### config.mk
export PLATFORM = sky130hd
export DESIGN_NAME = serial_subtractor
export DESIGN_NICKNAME = d
export VERILOG_FILES = /design/src/rtl/serial_sub_pkg.sv /design/src/rtl/subtractor1bit.sv /design/src/rtl/serial_subtractor.sv
export SDC_FILE = /design/constraint.sdc
export NUM_CORES = 1
export LEC_CHECK = 0
export BUFFER_PORTS_ARGS = -buffer_cell sky130_fd_sc_hd__buf_2
export CAP_MARGIN = 10
export CORE_AREA = 5 5 66 53
export DETAILED_ROUTE_END_ITERATION = 8
export DIE_AREA = 0 0 71 58
export PLACE_DENSITY_LB_ADDON = 0.15
export SKIP_CTS_REPAIR_TIMING = 1
export SLEW_MARGIN = 20
export SYNTH_ARGS = -nofsm -noshare
export SYNTH_HDL_FRONTEND = slang
export SYNTH_SLANG_ARGS = --single-unit
### constraint.sdc
create_clock -name clk -period 1.4 [get_ports clk]
set_input_delay 0.21 -clock clk [delete_from_list [all_inputs] [get_ports clk]]
set_output_delay 0.21 -clock clk [all_outputs]
set_load 0.005 [all_outputs]
### src/rtl/serial_sub_pkg.sv
// rtl/serial_sub_pkg.sv - shared types and constants for the bit-serial subtractor
package serial_sub_pkg;

    localparam int DEFAULT_WIDTH = 4;

    typedef enum logic [1:0] {
        IDLE  = 2'd0,
        SHIFT = 2'd1,
        DONE  = 2'd2
    } state_t;

endpackage

### src/rtl/subtractor1bit.sv
// rtl/subtractor1bit.sv - combinational one-bit full subtractor cell
module subtractor1bit (
    input  logic a,
    input  logic b,
    input  logic bin,
    output logic d,
    output logic bout
);

    // Difference bit and borrow out of a single bit position.
    always_comb begin
        d    = a ^ b ^ bin;
        bout = (~a & b) | (~(a ^ b) & bin);
    end

endmodule

### src/rtl/serial_subtractor.sv
// rtl/serial_subtractor.sv - bit-serial A-B-Bi subtractor with start/busy/done handshake (optional SERIAL_SUB_OVF_EN adds V)
module serial_subtractor
    import serial_sub_pkg::*;
#(
    parameter int N = DEFAULT_WIDTH
) (
    input  logic         clk,
    input  logic         rst,
    input  logic         start,
    input  logic [N-1:0] A,
    input  logic [N-1:0] B,
    input  logic         Bi,
    output logic [N-1:0] S,
    output logic         Bo,
    output logic         busy,
    output logic         done
`ifdef SERIAL_SUB_OVF_EN
    ,
    output logic         V
`endif
);

    localparam int CNT_W = $clog2(N);
    localparam logic [CNT_W-1:0] LAST_BIT = CNT_W'(N - 1);

    state_t state;
    state_t next_state;

    // a_sr doubles as the result register: as minuend bits leave the LSB end,
    // difference bits enter at the MSB end, so after N shifts it is LSB-aligned.
    logic [N-1:0]     a_sr;
    logic [N-1:0]     b_sr;
    logic             br;
    logic [CNT_W-1:0] cnt;
    logic             d_bit;
    logic             bout_bit;
    logic             last_bit;

    assign last_bit = (cnt == LAST_BIT);

    subtractor1bit u_cell (
        .a    (a_sr[0]),
        .b    (b_sr[0]),
        .bin  (br),
        .d    (d_bit),
        .bout (bout_bit)
    );

    // State register.
    always_ff @(posedge clk) begin
        if (rst) begin
            state <= IDLE;
        end else begin
            state <= next_state;
        end
    end

    // Next-state and handshake outputs; start is only looked at in IDLE.
    always_comb begin
        next_state = state;
        busy       = 1'b0;
        done       = 1'b0;
        case (state)
            IDLE: begin
                if (start) begin
                    next_state = SHIFT;
                end
            end
            SHIFT: begin
                busy = 1'b1;
                if (last_bit) begin
                    next_state = DONE;
                end
            end
            DONE: begin
                done       = 1'b1;
                next_state = IDLE;
            end
            default: begin
                next_state = IDLE;
            end
        endcase
    end

    // Operand capture, one bit per cycle through the cell, and result commit on the final bit.
    always_ff @(posedge clk) begin
        if (rst) begin
            a_sr <= '0;
            b_sr <= '0;
            br   <= 1'b0;
            cnt  <= '0;
            S    <= '0;
            Bo   <= 1'b0;
`ifdef SERIAL_SUB_OVF_EN
            V    <= 1'b0;
`endif
        end else begin
            case (state)
                IDLE: begin
                    if (start) begin
                        a_sr <= A;
                        b_sr <= B;
                        br   <= Bi;
                        cnt  <= '0;
                    end
                end
                SHIFT: begin
                    a_sr <= {d_bit, a_sr[N-1:1]};
                    b_sr <= b_sr >> 1;
                    br   <= bout_bit;
                    cnt  <= cnt + CNT_W'(1);
                    if (last_bit) begin
                        S  <= {d_bit, a_sr[N-1:1]};
                        Bo <= bout_bit;
`ifdef SERIAL_SUB_OVF_EN
                        // Signed overflow: borrow into the MSB differs from borrow out of it.
                        V  <= br ^ bout_bit;
`endif
                    end
                end
                default: begin
                end
            endcase
        end
    end

endmodule

==> results of run 1 <==
[cells in the mapped netlist (all sizes together)]
cell type / n / share of area
a211oi: 5 / 0.048
a21oi: 7 / 0.049
a22oi: 1 / 0.0095
a311oi: 1 / 0.011
a32oi: 1 / 0.011
buf: 5 / 0.046
dfxtp: 18 / 0.46
fa: 1 / 0.025
ha: 1 / 0.016
inv: 3 / 0.021
mux2i: 3 / 0.038
nand2: 5 / 0.024
nand2b: 1 / 0.017
nand3: 4 / 0.025
nand3b: 1 / 0.0095
nor2: 20 / 0.095
nor2b: 1 / 0.0079
nor4: 4 / 0.032
o21ba: 1 / 0.021
o21bai: 1 / 0.0095
o221a: 1 / 0.014
or3b: 1 / 0.014
[state kept, by name, summed over array words and instances, names as in the netlist]
name	flops
state	2
br	1
cnt	2
a_sr	4
b_sr	4
S	4
Bo	1
[routing by layer]
| metal | track usage | vias up | wire (µm) |
|---|---|---|---|
| met5 | 0 | - | 0 |
| met4 | 0.0161 | 0 | 0 |
| met3 | 0.0416 | 0 | 76 |
| met2 | 0.131 | 13 | 753 |
| met1 | 0.144 | 303 | 945 |
| li1 | - | 339 | - |
[cell families after synthesis]
logic type	count (synthesis)	synth area share
AO/OA/AOI/OAI	18	0.173
AND/OR/NAND/NOR	37	0.225
multiplexers	3	0.0380
flip-flops	18	0.456
adder cells (fa/ha/maj)	2	0.0412
buffers and inverters	8	0.0666
[power by group]
part	switching, mW	internal, mW
clock	0.170	0.191
combinational	0.0732	0.0633
sequential	0.0241	0.543
total	0.268	0.797
[worst reg2reg max path, cell delays in order, from the launching register on]
cell and delay (ns):
sky130_fd_sc_hd__dfxtp_1 0.33, sky130_fd_sc_hd__inv_1 0.06, sky130_fd_sc_hd__fa_1 0.56, sky130_fd_sc_hd__nor2_1 0.05, sky130_fd_sc_hd__nor4_1 0.14
[cell type report]
type,instances,area [µm²],share of cell area
timing repair buffer,20,105,0.111
tap,38,47.5,0.0501
sequential,18,363,0.382
inverter,3,16.3,0.0171
clock buffer,3,41.3,0.0435
multi-input combinational,60,377,0.397
[how the worst max path moves through the flow]
stage                        start      end  slack, ns  depth (start not counted)
after CTS                 state[0]     busy       0.01                          3
after global routing       b_sr[0]  a_sr[3]       0.06                          4
after floorplan            b_sr[0]  a_sr[3]       0.24                          4
final                     state[0]     busy       0.16                          3
after detailed placement  state[0]       br       0.17                          2
after global placement    state[0]       br       0.20                          2
==> impl_summary.log, run 1 <==
INFO  metric worstReg2RegEnd = a_sr[3]
INFO  metric clock_latency_on_the_worst_skew_pair = 0.25 ns
INFO  metric layout.core_utilization = 0.338
INFO  metric clock_pin_slew_on_the_worst_setup_and_hold_paths = 0.07 ns
INFO  metric syn-mean-instance-area = 9.18 µm²
INFO  metric critical_path_class = reg -> out
INFO  metric maxClockFrequency = 0.805 GHz
INFO  metric layout.cells.most_common_list = sky130_fd_sc_hd__nor2_1 (20), sky130_fd_sc_hd__buf_2 (18), sky130_fd_sc_hd__dfxtp_1 (16)
INFO  metric worst_path_dominant_cell_family = flip-flops
INFO  metric worst-slew-pin-transition = 0.360 ns
INFO  metric die_h = 58 µm
INFO  metric drtPass1Iterations = 3
INFO  metric layout_worst_path_cycle_share = 0.887
INFO  metric drv.max_cap_violation_count = 0
INFO  metric critPathBufInv = 2
INFO  metric grt_use_total = 0.0973
INFO  metric status = complete, no violations
INFO  metric setup-violations-final = 0
INFO  metric route.final.wire_length = 1.78 mm
INFO  metric rsz0062_at_grt = no
INFO  metric core-area = 2810 µm²
INFO  metric syn-num-nets = 100
INFO  metric power = 1.06 mW
INFO  metric synth_cells = 86
INFO  metric routed_via_density = 4.61
INFO  metric peak_ir_drop_on_the_vdd_network = 0.618 mV
INFO  metric fin_hold_ws = 0.230 ns
INFO  metric r2r-start = b_sr[0]
INFO  metric timing.hold.worst_endpoint = br
INFO  metric cts.sink_count = 18
INFO  metric place_area = 906 µm²
INFO  metric crit_chain = nand2b_4 -> inv_6 -> buf_2
INFO  metric drt_first_iter_violations = 30
INFO  metric worst-r2r-cell-count = 4
INFO  metric start_util = 0.281
INFO  metric port_buffer_cells = 18
INFO  metric slew_headroom = 0.760
INFO  metric drive_gt1_frac = 0.288
INFO  metric post_synthesis_register_bit_count = 18
INFO  metric grt.overflow.total = 0
INFO  metric rows = 17
INFO  metric maximum_number_of_pins_on_one_net_before_global_route_repair = 19
INFO  metric fillers = 318
INFO  metric layout.nets = 120
INFO  metric min_from = Bi
INFO  metric dp_worst_setup_slack = 0.166 ns
INFO  metric final_max_slew_viol_count = 0
INFO  metric design.die.area = 4120 µm²
INFO  metric timing.final.hold_violations = 0
INFO  metric max_stage_delay = 0.44 ns
INFO  metric timing.final.ws_setup = 0.158 ns
INFO  metric first_global_vias = 631
INFO  metric dr_total_vias = 655
INFO  metric io_pins = 19
INFO  metric timing.reg2reg.setup_slack = 0.17 ns
INFO  metric end_kind = output port
INFO  metric maximum_fanout_along_the_worst_path = 10
INFO  metric power.leakage = 0.394 nW
INFO  metric startpoint_type = flip-flop
INFO  metric critical_path.slowest_cell = sky130_fd_sc_hd__dfxtp_2
INFO  metric cts_root_buffer = sky130_fd_sc_hd__clkbuf_8
INFO  metric fin_crit = 1.24 ns
INFO  metric clock-skew-final = 0.00346 ns
INFO  metric post_synth_num_cell_types = 26
INFO  metric leading_cell_type_in_the_layout_fill_and_taps_excluded = sky130_fd_sc_hd__nor2_1
INFO  metric synth_seq_area_share = 0.456
INFO  metric route.detailed.wl_per_inst = 12.5 µm
INFO  metric worst_hold_path_type = in -> reg
INFO  metric cts_buffers = 3
INFO  metric finalWeightedCongestion = 0.669
INFO  metric route.antenna.remaining_nets = 0
INFO  metric ctsLongestPathBuffers = 2
INFO  metric min_path_cells = 2
INFO  metric fin_tns_setup = 0 ns
INFO  metric critical_path_arrival = 1.03 ns
INFO  metric cts_tree = built
INFO  metric worst-endpoint-required = 1.19 ns
INFO  metric grt_antenna_before_repair = 0
INFO  metric residual_drc_count = 0
INFO  metric fin_cells = 142
INFO  metric area_growth = 20.3%
INFO  metric cts-htree-levels = 1
INFO  metric power_density = 1120 nW/µm²
INFO  metric mappedNetlistArea = 790 µm²
INFO  metric hpwlAfterDp = 1.31 mm
INFO  metric fp.dieW = 71 µm
INFO  metric finalInstanceArea = 950 µm²
INFO  metric dp.cells = 139
INFO  metric grt_pass1_wl = 3.11 mm
INFO  metric yosysWarnings = 0
INFO  metric insertedDiodeCount = 0
Note: power is estimated with default switching activity, not from simulation.
==> inputs of run 2 (changes only) <==
--- a/config.mk
+++ b/config.mk
@@ -6,13 +6,13 @@
 export NUM_CORES = 1
 export LEC_CHECK = 0
 export BUFFER_PORTS_ARGS = -buffer_cell sky130_fd_sc_hd__buf_2
-export CAP_MARGIN = 10
-export CORE_AREA = 5 5 66 53
+export CORE_AREA = 5 5 65 52
 export DETAILED_ROUTE_END_ITERATION = 8
-export DIE_AREA = 0 0 71 58
+export DIE_AREA = 0 0 70 57
 export PLACE_DENSITY_LB_ADDON = 0.15
 export SKIP_CTS_REPAIR_TIMING = 1
 export SLEW_MARGIN = 20
 export SYNTH_ARGS = -nofsm -noshare
 export SYNTH_HDL_FRONTEND = slang
+export SYNTH_HIERARCHICAL = 1
 export SYNTH_SLANG_ARGS = --single-unit
==> impl_summary.log, run 2 <==
INFO  metric status = complete, no violations (unchanged)
INFO  metric yosysTopAreaCellShare = 0.466 (was 0.456)
INFO  metric synth_async_sr_flop_share = 0 (unchanged)
INFO  metric power = 1.04 mW (was 1.06 mW)
INFO  metric worst-endpoint-required = 1.19 ns (about the same)
INFO  metric core-area = 2770 µm² (was 2810 µm²)
INFO  metric grt.overflow.total = 0 (unchanged)
INFO  metric fin_cells = 148 (was 142)
INFO  metric ys.flop_type = sky130_fd_sc_hd__dfxtp_1 (unchanged)
INFO  metric critical_path_class = reg -> out (unchanged)
INFO  metric drtPass1Iterations = 4 (was 3)
INFO  metric worst-slew-pin-transition = 0.338 ns (was 0.360 ns)
INFO  metric first_global_vias = 637 (was 631)
INFO  metric layout.cells.most_common_list = sky130_fd_sc_hd__buf_2 (18), sky130_fd_sc_hd__nor2_1 (17), sky130_fd_sc_hd__dfxtp_1 (16) (was sky130_fd_sc_hd__nor2_1 (20), sky130_fd_sc_hd__buf_2 (18), sky130_fd_sc_hd__dfxtp_1 (16))
INFO  metric cts_root_buffer = sky130_fd_sc_hd__clkbuf_4 (was sky130_fd_sc_hd__clkbuf_8)
INFO  metric dr_total_vias = 663 (was 655)
INFO  metric syn-mean-instance-area = 8.79 µm² (was 9.18 µm²)
INFO  metric route.antenna.remaining_nets = 0 (unchanged)
INFO  metric post_synth_num_cell_types = 26 (unchanged)
INFO  metric clock_pin_slew_on_the_worst_setup_and_hold_paths = 0.10 ns (was 0.07 ns)
INFO  metric design.die.area = 3990 µm² (was 4120 µm²)
INFO  metric worst-r2r-cell-count = 4 (unchanged)
INFO  metric rsz0062_at_grt = no (unchanged)
INFO  metric setup-violations-final = 0 (unchanged)
INFO  metric synth_cells = 88 (was 86)
INFO  metric critical_path_arrival = 1.08 ns (was 1.03 ns)
INFO  metric start_util = 0.280 (was 0.281)
INFO  metric yosysMostFrequentCell = sky130_fd_sc_hd__dfxtp_1 (was sky130_fd_sc_hd__nor2_1)
INFO  metric timing.final.hold_violations = 0 (unchanged)
INFO  metric grt_antenna_before_repair = 0 (unchanged)
INFO  metric worstReg2RegEnd = a_sr[3] (unchanged)
INFO  metric worst_hold_path_type = in -> reg (unchanged)
INFO  metric insertedDiodeCount = 0 (unchanged)
INFO  metric clock_latency_on_the_worst_skew_pair = 0.29 ns (was 0.25 ns)
INFO  metric cts_buffers = 3 (unchanged)
INFO  metric synthDominantAreaCellType = sky130_fd_sc_hd__dfxtp_1 (unchanged)
INFO  metric place_area = 900 µm² (was 906 µm²)
INFO  metric grt_use_total = 0.0951 (was 0.0973)
INFO  metric fp.dieW = 70 µm (was 71 µm)
INFO  metric finalInstanceArea = 953 µm² (was 950 µm²)
INFO  metric end_kind = output port (unchanged)
INFO  metric crit_path_end = busy (unchanged)
INFO  metric ctsLongestPathBuffers = 2 (unchanged)
INFO  metric layout_worst_path_cycle_share = 0.919 (was 0.887)
INFO  metric route.final.wire_length = 1.75 mm (was 1.78 mm)
INFO  metric route.detailed.wl_per_inst = 11.8 µm (was 12.5 µm)
INFO  metric synth_seq_area_share = 0.466 (was 0.456)
INFO  metric leading_cell_type_in_the_layout_fill_and_taps_excluded = sky130_fd_sc_hd__buf_2 (was sky130_fd_sc_hd__nor2_1)
INFO  metric dp.cells = 142 (was 139)
INFO  metric power_density = 1090 nW/µm² (was 1120 nW/µm²)
INFO  metric fin_crit = 1.29 ns (was 1.24 ns)
INFO  metric power.leakage = 0.416 nW (was 0.394 nW)
INFO  metric slew_headroom = 0.775 (was 0.760)
INFO  metric drv.max_cap_violation_count = 0 (unchanged)
INFO  metric routed_via_density = 4.48 (was 4.61)
INFO  metric finalWeightedCongestion = 0.878 (was 0.669)
INFO  metric residual_drc_count = 0 (unchanged)
INFO  metric crit_path_start = state[1] (was state[0])
INFO  metric layout.nets = 125 (was 120)
INFO  metric r2r-start = b_sr[0] (unchanged)
INFO  metric rows = 17 (unchanged)
INFO  metric max_stage_delay = 0.36 ns (was 0.44 ns)
INFO  metric synth_common_cells = sky130_fd_sc_hd__dfxtp_1 (18), sky130_fd_sc_hd__nor2_1 (17), sky130_fd_sc_hd__a211oi_1 (7) (was sky130_fd_sc_hd__nor2_1 (20), sky130_fd_sc_hd__dfxtp_1 (18), sky130_fd_sc_hd__a21oi_1 (6))
INFO  metric grt_pass1_wl = 3.02 mm (was 3.11 mm)
INFO  metric drive_gt1_frac = 0.282 (was 0.288)
INFO  metric area_growth = 23.3% (was 20.3%)
INFO  metric critical_path.slowest_cell = sky130_fd_sc_hd__dfxtp_2 (unchanged)
INFO  metric post_synthesis_register_bit_count = 18 (unchanged)
INFO  metric final_max_slew_viol_count = 0 (unchanged)
INFO  metric cts_tree = built (unchanged)
INFO  metric syn-num-nets = 102 (was 100)
INFO  metric synth_edf_count = 0 (unchanged)
INFO  metric mappedNetlistArea = 773 µm² (was 790 µm²)
INFO  metric yosysWarnings = 6 (was 0)
INFO  metric crit_chain = nand2b_1 -> inv_2 -> buf_2 (was nand2b_4 -> inv_6 -> buf_2)
INFO  metric die_h = 57 µm (was 58 µm)
INFO  metric maximum_fanout_along_the_worst_path = 7 (was 10)
INFO  metric io_pins = 19 (unchanged)
INFO  metric hpwlAfterDp = 1.33 mm (was 1.31 mm)
INFO  metric yosys-top-cells-area = sky130_fd_sc_hd__dfxtp_1 (47%), sky130_fd_sc_hd__nor2_1 (8.3%), sky130_fd_sc_hd__a211oi_1 (6.8%) (was sky130_fd_sc_hd__dfxtp_1 (46%), sky130_fd_sc_hd__nor2_1 (9.5%), sky130_fd_sc_hd__a211oi_1 (4.8%))
INFO  metric top_regs = S: 4 flops, a_sr: 4 flops, b_sr: 4 flops (unchanged)
INFO  metric drt_first_iter_violations = 57 (was 30)
INFO  metric port_buffer_cells = 18 (unchanged)
INFO  metric cts.sink_count = 18 (unchanged)
INFO  metric cts-htree-levels = 1 (unchanged)
INFO  metric peak_ir_drop_on_the_vdd_network = 0.634 mV (was 0.618 mV)
INFO  metric maximum_number_of_pins_on_one_net_before_global_route_repair = 19 (unchanged)
INFO  metric fin_tns_setup = 0 ns (unchanged)
INFO  metric timing.reg2reg.setup_slack = 0.14 ns (was 0.17 ns)
INFO  metric startpoint_type = flip-flop (unchanged)
INFO  metric maxClockFrequency = 0.778 GHz (was 0.805 GHz)
INFO  metric clock-skew-final = 0.00550 ns (was 0.00346 ns)
run 2: cell count changes after synthesis, moves of 2 or more:
cell                       previous run  this run
sky130_fd_sc_hd__inv_1                2         6
sky130_fd_sc_hd__nor2_1              20        17
sky130_fd_sc_hd__a211oi_1             5         7
sky130_fd_sc_hd__buf_2                2         0
sky130_fd_sc_hd__nand2b_1             0         2
sky130_fd_sc_hd__nor4_1               4         2
sky130_fd_sc_hd__o22ai_1              0         2
run 2: area by class of cell:
cell class | count | area (µm²)
Fill cell | 309 | 1810
Sequential cell | 18 | 363
Multi-Input combinational cell | 59 | 360
Timing Repair Buffer | 22 | 120
Tap cell | 38 | 47.5
Clock buffer | 4 | 36.3
Inverter | 7 | 26.3
run 2: how the worst min path moves through the flow:
| stage | slack, ns | startpoint | to | depth (start not counted) |
|---|---|---|---|---|
| after CTS | 0.19 | A[0] | a_sr[0] | 3 |
| after detailed placement | 0.45 | Bo | Bo | 2 |
| after global placement | 0.45 | S[1] | S[1] | 2 |
| final | 0.20 | A[0] | a_sr[0] | 3 |
| after global routing | 0.22 | A[1] | a_sr[1] | 3 |
| after floorplan | 0.39 | A[0] | a_sr[0] | 2 |
run 2: per-stage QoR:
step,hold WS (ns),worst slack (ns),util
after floorplan,0.391,0.185,-
after global placement,0.445,0.147,0.325
after detailed placement,0.448,0.135,0.325
after CTS,0.185,-0.117,0.338
after global routing,0.223,0.0151,0.345
final,0.196,0.114,0.345
run 2: metal layers:
layer	vias up	part of all wire	global-route usage
met1	300	0.52	0.133
li1	348	-	-
met5	-	0	0
met2	13	0.42	0.137
met4	0	0.0080	0.0246
met3	2	0.052	0.0370
run 2: power breakdown:
part	switching (mW)	leakage (nW)	internal, mW
combinational	0.0824	0.246	0.0739
clock	0.160	0.0210	0.159
sequential	0.0228	0.149	0.544
total	0.266	0.416	0.777
run 2: cell families after synthesis:
family / share of synthesized area
AO/OA/AOI/OAI: 0.167
adder cells (fa/ha/maj): 0.0421
buffers and inverters: 0.0679
flip-flops: 0.466
multiplexers: 0.0518
AND/OR/NAND/NOR: 0.205
run 2: worst max-delay path, delay by kind of cell (launching register included):
family | cells | cell delay [ns]
flops | 1 | 0.36
simple gates | 1 | 0.18
buf+inv | 2 | 0.25
